--- src/rtl/axi_lite_regfile_slave.sv ---
// AXI4-Lite slave backed by a word-addressed register file with byte strobes,
// read-only registers and SLVERR decode. Independent write and read FSMs.
//   state   | meaning
//   WR_IDLE | collecting AW and W into one-deep holders
//   WR_RESP | write committed, presenting B until accepted
//   RD_IDLE | ready for a read address
//   RD_DATA | presenting R until accepted
module axi_lite_regfile_slave #(
  parameter int                  ADDR_W    = 32,
  parameter int                  DATA_W    = 32,
  parameter int                  NUM_REGS  = 16,
  parameter logic [ADDR_W-1:0]   BASE_ADDR = 'h1000,
  parameter logic [NUM_REGS-1:0] RO_MASK   = '0
) (
  input  logic                       aclk,
  input  logic                       areset,
  input  logic [ADDR_W-1:0]          awaddr,
  input  logic                       awvalid,
  output logic                       awready,
  input  logic [DATA_W-1:0]          wdata,
  input  logic [DATA_W/8-1:0]        wstrb,
  input  logic                       wvalid,
  output logic                       wready,
  output logic [1:0]                 bresp,
  output logic                       bvalid,
  input  logic                       bready,
  input  logic [ADDR_W-1:0]          araddr,
  input  logic                       arvalid,
  output logic                       arready,
  output logic [DATA_W-1:0]          rdata,
  output logic [1:0]                 rresp,
  output logic                       rvalid,
  input  logic                       rready,
  output logic [NUM_REGS*DATA_W-1:0] reg_q
);

  localparam int STRB_W = DATA_W / 8;
  localparam int OFF_W  = $clog2(STRB_W);
  localparam int IDX_W  = (NUM_REGS > 1) ? $clog2(NUM_REGS) : 1;

  typedef enum logic {WR_IDLE, WR_RESP} wr_state_t;
  typedef enum logic {RD_IDLE, RD_DATA} rd_state_t;

  wr_state_t wr_state, wr_state_nxt;
  rd_state_t rd_state, rd_state_nxt;

  logic [DATA_W-1:0] regs [NUM_REGS];
  logic              aw_held, w_held;
  logic [ADDR_W-1:0] aw_addr_q;
  logic [DATA_W-1:0] w_data_q;
  logic [STRB_W-1:0] w_strb_q;
  logic              aw_hs, w_hs, ar_hs, b_hs, wr_commit;
  logic [ADDR_W-1:0] wr_addr;
  logic [DATA_W-1:0] wr_data;
  logic [STRB_W-1:0] wr_strb;
  logic [IDX_W-1:0]  wr_idx, rd_idx;
  logic              wr_err, rd_err;

  function automatic logic addr_err(input logic [ADDR_W-1:0] a);
    logic [ADDR_W-1:0] word;
    word = (a - BASE_ADDR) >> OFF_W;
    return (a < BASE_ADDR) || (word >= ADDR_W'(NUM_REGS));
  endfunction

  function automatic logic [IDX_W-1:0] addr_idx(input logic [ADDR_W-1:0] a);
    logic [ADDR_W-1:0] word;
    word = (a - BASE_ADDR) >> OFF_W;
    return word[IDX_W-1:0];
  endfunction

  // Holder contents win over the live bus once a channel has handshaked.
  assign wr_addr = aw_held ? aw_addr_q : awaddr;
  assign wr_data = w_held ? w_data_q : wdata;
  assign wr_strb = w_held ? w_strb_q : wstrb;
  assign wr_idx  = addr_idx(wr_addr);
  assign wr_err  = addr_err(wr_addr) || RO_MASK[wr_idx];
  assign rd_idx  = addr_idx(araddr);
  assign rd_err  = addr_err(araddr);

  assign aw_hs  = awvalid && awready;
  assign w_hs   = wvalid && wready;
  assign ar_hs  = arvalid && arready;
  assign bvalid = (wr_state == WR_RESP);
  assign rvalid = (rd_state == RD_DATA);
  assign b_hs   = bvalid && bready;

  always_comb begin
    wr_state_nxt = wr_state;
    awready      = 1'b0;
    wready       = 1'b0;
    wr_commit    = 1'b0;
    case (wr_state)
      WR_IDLE: begin
        awready = !areset && !aw_held;
        wready  = !areset && !w_held;
        if ((aw_held || (awvalid && awready)) && (w_held || (wvalid && wready))) begin
          wr_commit    = 1'b1;
          wr_state_nxt = WR_RESP;
        end
      end
      WR_RESP: if (bready) wr_state_nxt = WR_IDLE;
      default: wr_state_nxt = WR_IDLE;
    endcase
  end

  always_comb begin
    rd_state_nxt = rd_state;
    arready      = 1'b0;
    case (rd_state)
      RD_IDLE: begin
        arready = !areset;
        if (arvalid && arready) rd_state_nxt = RD_DATA;
      end
      RD_DATA: if (rready) rd_state_nxt = RD_IDLE;
      default: rd_state_nxt = RD_IDLE;
    endcase
  end

  always_ff @(posedge aclk) begin
    if (areset) begin
      wr_state <= WR_IDLE;
      rd_state <= RD_IDLE;
    end else begin
      wr_state <= wr_state_nxt;
      rd_state <= rd_state_nxt;
    end
  end

  always_ff @(posedge aclk) begin
    if (areset) begin
      aw_held   <= 1'b0;
      w_held    <= 1'b0;
      aw_addr_q <= '0;
      w_data_q  <= '0;
      w_strb_q  <= '0;
      bresp     <= 2'b00;
    end else begin
      if (aw_hs) begin
        aw_held   <= 1'b1;
        aw_addr_q <= awaddr;
      end
      if (w_hs) begin
        w_held   <= 1'b1;
        w_data_q <= wdata;
        w_strb_q <= wstrb;
      end
      if (b_hs) begin
        aw_held <= 1'b0;
        w_held  <= 1'b0;
      end
      if (wr_commit) bresp <= wr_err ? 2'b10 : 2'b00;
    end
  end

  always_ff @(posedge aclk) begin
    if (areset) begin
      for (int i = 0; i < NUM_REGS; i++) regs[i] <= '0;
    end else if (wr_commit && !wr_err) begin
      for (int b = 0; b < STRB_W; b++) begin
        if (wr_strb[b]) regs[wr_idx][8*b +: 8] <= wr_data[8*b +: 8];
      end
    end
  end

  // Sampled before any same-edge commit lands, so a colliding read returns the old value.
  always_ff @(posedge aclk) begin
    if (areset) begin
      rdata <= '0;
      rresp <= 2'b00;
    end else if (ar_hs) begin
      rdata <= rd_err ? '0 : regs[rd_idx];
      rresp <= rd_err ? 2'b10 : 2'b00;
    end
  end

  for (genvar g = 0; g < NUM_REGS; g++) begin : g_reg_q
    assign reg_q[g*DATA_W +: DATA_W] = regs[g];
  end

endmodule

--- config.mk ---
export PLATFORM = sky130hd
export DESIGN_NAME = axi_lite_regfile_slave
export DESIGN_NICKNAME = d
export VERILOG_FILES = /design/src/rtl/axi_lite_regfile_slave.sv
export SDC_FILE = /design/constraint.sdc
export NUM_CORES = 1
export LEC_CHECK = 0
export ABC_AREA = 1
export BUFFER_PORTS_ARGS = -buffer_cell sky130_fd_sc_hd__buf_2
export CAP_MARGIN = 25
export CELL_PAD_IN_SITES_DETAIL_PLACEMENT = 1
export CELL_PAD_IN_SITES_GLOBAL_PLACEMENT = 1
export CORE_UTILIZATION = 42
export DETAILED_ROUTE_END_ITERATION = 16
export PLACE_DENSITY_LB_ADDON = 0.1
export SYNTH_ARGS = -nofsm -noshare
export SYNTH_HDL_FRONTEND = slang
export SYNTH_SLANG_ARGS = --single-unit
--- constraint.sdc ---
create_clock -name aclk -period 4.4 [get_ports aclk]
set_clock_uncertainty 0.15 [all_clocks]
set_input_delay 0.88 -clock aclk [delete_from_list [all_inputs] [get_ports aclk]]
set_output_delay 0.88 -clock aclk [all_outputs]
set_load 0.01 [all_outputs]
==> flow_summary.json <==
{
  "switchingPower_mw": 4.108,
  "post_cts_buffers": 0,
  "cts_buffers": 72,
  "final_nets": 3662,
  "dieWidth_um": 268.3,
  "worstPathArrival_ps": 3940,
  "period_share_pct": 85.22,
  "relSlewSlack_pct": 28.19,
  "synth_common_cells": "edfxtp_1 (512), nand2_1 (417), nor3_1 (280)",
  "grt.overflow.total": 0,
  "clockBufferDepth": 3,
  "wl_mm": 134.0,
  "peakVddDrop_v": 0.0002657,
  "synthArstFlopShare_pct": 0,
  "clkSlewWorstSetupHoldPaths_ps": 60,
  "synth_area_per_cell_um2": 10.18,
  "synthAdderAreaFrac_pct": 0,
  "combPwrFrac_pct": 13.1,
  "worstMarginPinSlew_ps": 1077,
  "grt_pass1_wl_mm": 188.9,
  "via_per_inst": 6.044,
  "synth.most_common_cell": "edfxtp_1",
  "worstHoldEndpoint": "w_data_q[25]$_SDFFE_PP0P_",
  "whs_ps": 302.5,
  "fmax_mhz": 266.7,
  "drive_gt1_share_pct": 34.33,
  "start_util_pct": 42.45,
  "clock-root-buffer": "clkbuf_16",
  "drt_iter0_markers": 2569,
  "dominantRegCellSynth": "edfxtp_1",
  "yosysWarnings": 0,
  "gp_congestion": 0.9362,
  "cts_tree": "yes",
  "htreeDepth": 3,
  "port_buffers": 653,
  "power_frac_seq_pct": 45.4,
  "outcome": "completed",
  "yosys.area.top_type_share_pct": 51.63,
  "grt_antenna_before_repair": 20,
  "dieArea_um2": 71970,
  "worstPathMaxFanout": 26,
  "ios": 660,
  "rsz0062_at_grt": "no",
  "grt_max_degree": 124,
  "clkSinkCount": 616,
  "hp-start": "w_data_q[25]$_SDFFE_PP0P_",
  "ant_nets": 0,
  "first_global_vias": 27283,
  "powerDensity_nw_per_um2": 399.1,
  "holdPathStages": 2,
  "area_growth_pct": 24.17,
  "drv_cap": 0,
  "synth-compound-area-share_pct": 10.19,
  "p_sw_share_pct": 27.84,
  "syn_inst": 2925,
  "critPathKind": "flop to flop",
  "core_area_um2": 70150,
  "synth-xor-area-share_pct": 0,
  "crit_path_start_kind": "flop",
  "synth-seq-area-share_pct": 58.62,
  "synth_seq_cells": 616,
  "critPathLaunch": "aw_held$_SDFFE_PP0P_",
  "clkPwrFrac_pct": 41.5,
  "cts_resized": 0,
  "cp.required_ps": 4590,
  "synth_edf_count": 512,
  "synth.distinct_cells": 30,
  "synth_top_family_by_area": "simple AND/OR/NAND/NOR gates",
  "hp-class": "flop to flop",
  "routedWlPerCell_um": 29.37,
  "synth.area.mux_share_pct": 0,
  "holdBufCountCts": 0,
  "maxSlewViolCount": 0,
  "p_int_mw": 10.65,
  "grt_use_total_pct": 36.45,
  "synth_top_area_cell": "edfxtp_1",
  "setup_tns_ps": 0,
  "r2r_cells": 15,
  "hpwlAfterDp_mm": 94.94,
  "setup_violations": 0,
  "synth-simple-area-share_pct": 24.93,
  "timing.rr.end": "regs[14][10]$_SDFFCE_PN0P_",
  "final_hold_viol_count": 0,
  "post-route-drc-count": 0,
  "rows": 97,
  "die_y_um": 268.3,
  "drtPass1Iterations": 5,
  "power_leakage_nw": 13.79,
  "synth_area_leaders": "edfxtp_1 (52%), nor3_2 (8.1%), dfxtp_1 (7.0%)",
  "clkLatencyLatePin_ps": 630,
  "rr_startpoint": "aw_held$_SDFFE_PP0P_",
  "r2r_slack_ps": 650,
  "routed-via-count": 27578,
  "syn-cell-area_um2": 29780,
  "endpoint_kind": "flop",
  "period_minus_slack_ps": 3750
}
## placed cells by master (no fill, tap or decap), types with 2 or more instances in the layout
cell type / count
nor2_1: 196
buf_2: 651
nand2_1: 415
a21oi_1: 83
bufinv_16: 6
dfxtp_1: 103
conb_1: 2
o21ai_1: 29
inv_1: 96
o21ai_2: 10
buf_4: 189
edfxtp_1: 512
clkbuf_8: 6
o2111ai_1: 128
nor3_1: 280
nand2_2: 2
nand4_4: 4
clkinv_2: 13
clkbuf_1: 20
nand4_1: 5
clkbuf_16: 77
inv_4: 3
nand3_1: 224
clkinv_1: 18
inv_2: 14
nor3_2: 240
buf_12: 10
buf_8: 4
inv_6: 2
nor2_4: 5
o21ai_0: 259
nor2_2: 2
diode_2: 8
## kinds of logic (layout without fill, tap and decap cells)
| logic type | count (synthesis) | in the layout |
|---|---|---|
| AO/OA/AOI/OAI | 510 | 510 |
| buffers and inverters | 421 | 1110 |
| flip-flops | 616 | 616 |
| other | 1 | 10 |
| AND/OR/NAND/NOR | 1377 | 1377 |
## per-layer routing
metal / up-vias / part of all wire, % / global-route usage [%]
met1: 13895 / 38 / 46.30
met5: - / 0.13 / 0
met2: 1498 / 47 / 58.51
met3: 349 / 10 / 9.447
li1: 11812 / - / -
met4: 24 / 4.9 / 16.08
## power groups by stage
stage               Sequential, mW  Combinational (mW)  Clock [mW]
floorplan                     6.82               0.904           0
global placement              6.81                1.83           0
detailed placement            6.82                1.90           0
CTS                           6.70                1.90        6.17
global route                  6.72                2.04        6.36
finish                        6.71                1.93        6.12
## flip-flops by register name (all words and copies together) (netlist names)
name       cells
aw_addr_q     30
w_data_q      32
rdata         32
w_held         1
rresp          1
bresp          1
rvalid         1
w_strb_q       4
bvalid         1
regs         512
aw_held        1
## layout make-up
cell class	instances	area (um^2)
fill	8005	33170
sequential	616	17460
multi-input combinational	1889	10520
timing repair buffer	856	4962
clock buffer	102	2071
tap	940	1176
inverter	120	459.2
clock inverter	32	302.8
antenna	8	20.02
## worst max path at each step
stage          depth (start not counted)  slack (ps)                    endpoint
5_1_grt                               15         390  regs[14][10]$_SDFFCE_PN0P_
3_3_place_gp                          15         460  regs[14][12]$_SDFFCE_PN0P_
6_report                              15         650  regs[14][10]$_SDFFCE_PN0P_
3_5_place_dp                          15         420  regs[14][13]$_SDFFCE_PN0P_
4_1_cts                               15         640  regs[14][12]$_SDFFCE_PN0P_
2_1_floorplan                         13        1010   regs[2][24]$_SDFFCE_PN0P_
## critical path: stages (launching register included)
cell and delay, ps:
dfxtp_1 370, buf_4 300, buf_4 280, nand2_1 80, nand2_1 80, nand2_1 50
nor2_1 120, nand2_1 70, nor2_1 100, nand2_1 80, nor2_1 100, nand2_1 90
nor2_4 240, nand4_4 420, o21ai_0 670, buf_4 260
## metrics by stage
step                      cells  utilization [%]  setup slack [ps]  instance area [um^2]  power [mW]
final                      4563            52.71             650.2                 36980       14.76
after global routing       4556            52.68             393.2                 36960       15.11
after CTS                  4555            52.68             642.8                 36960       14.77
after detailed placement   4421            49.30             416.8                 34580       8.718
after global placement     4416            49.20             463.3                 34510       8.646
after floorplan            2926                -              1008                 29780       7.727
Note: power is estimated with default switching activity, not from simulation.
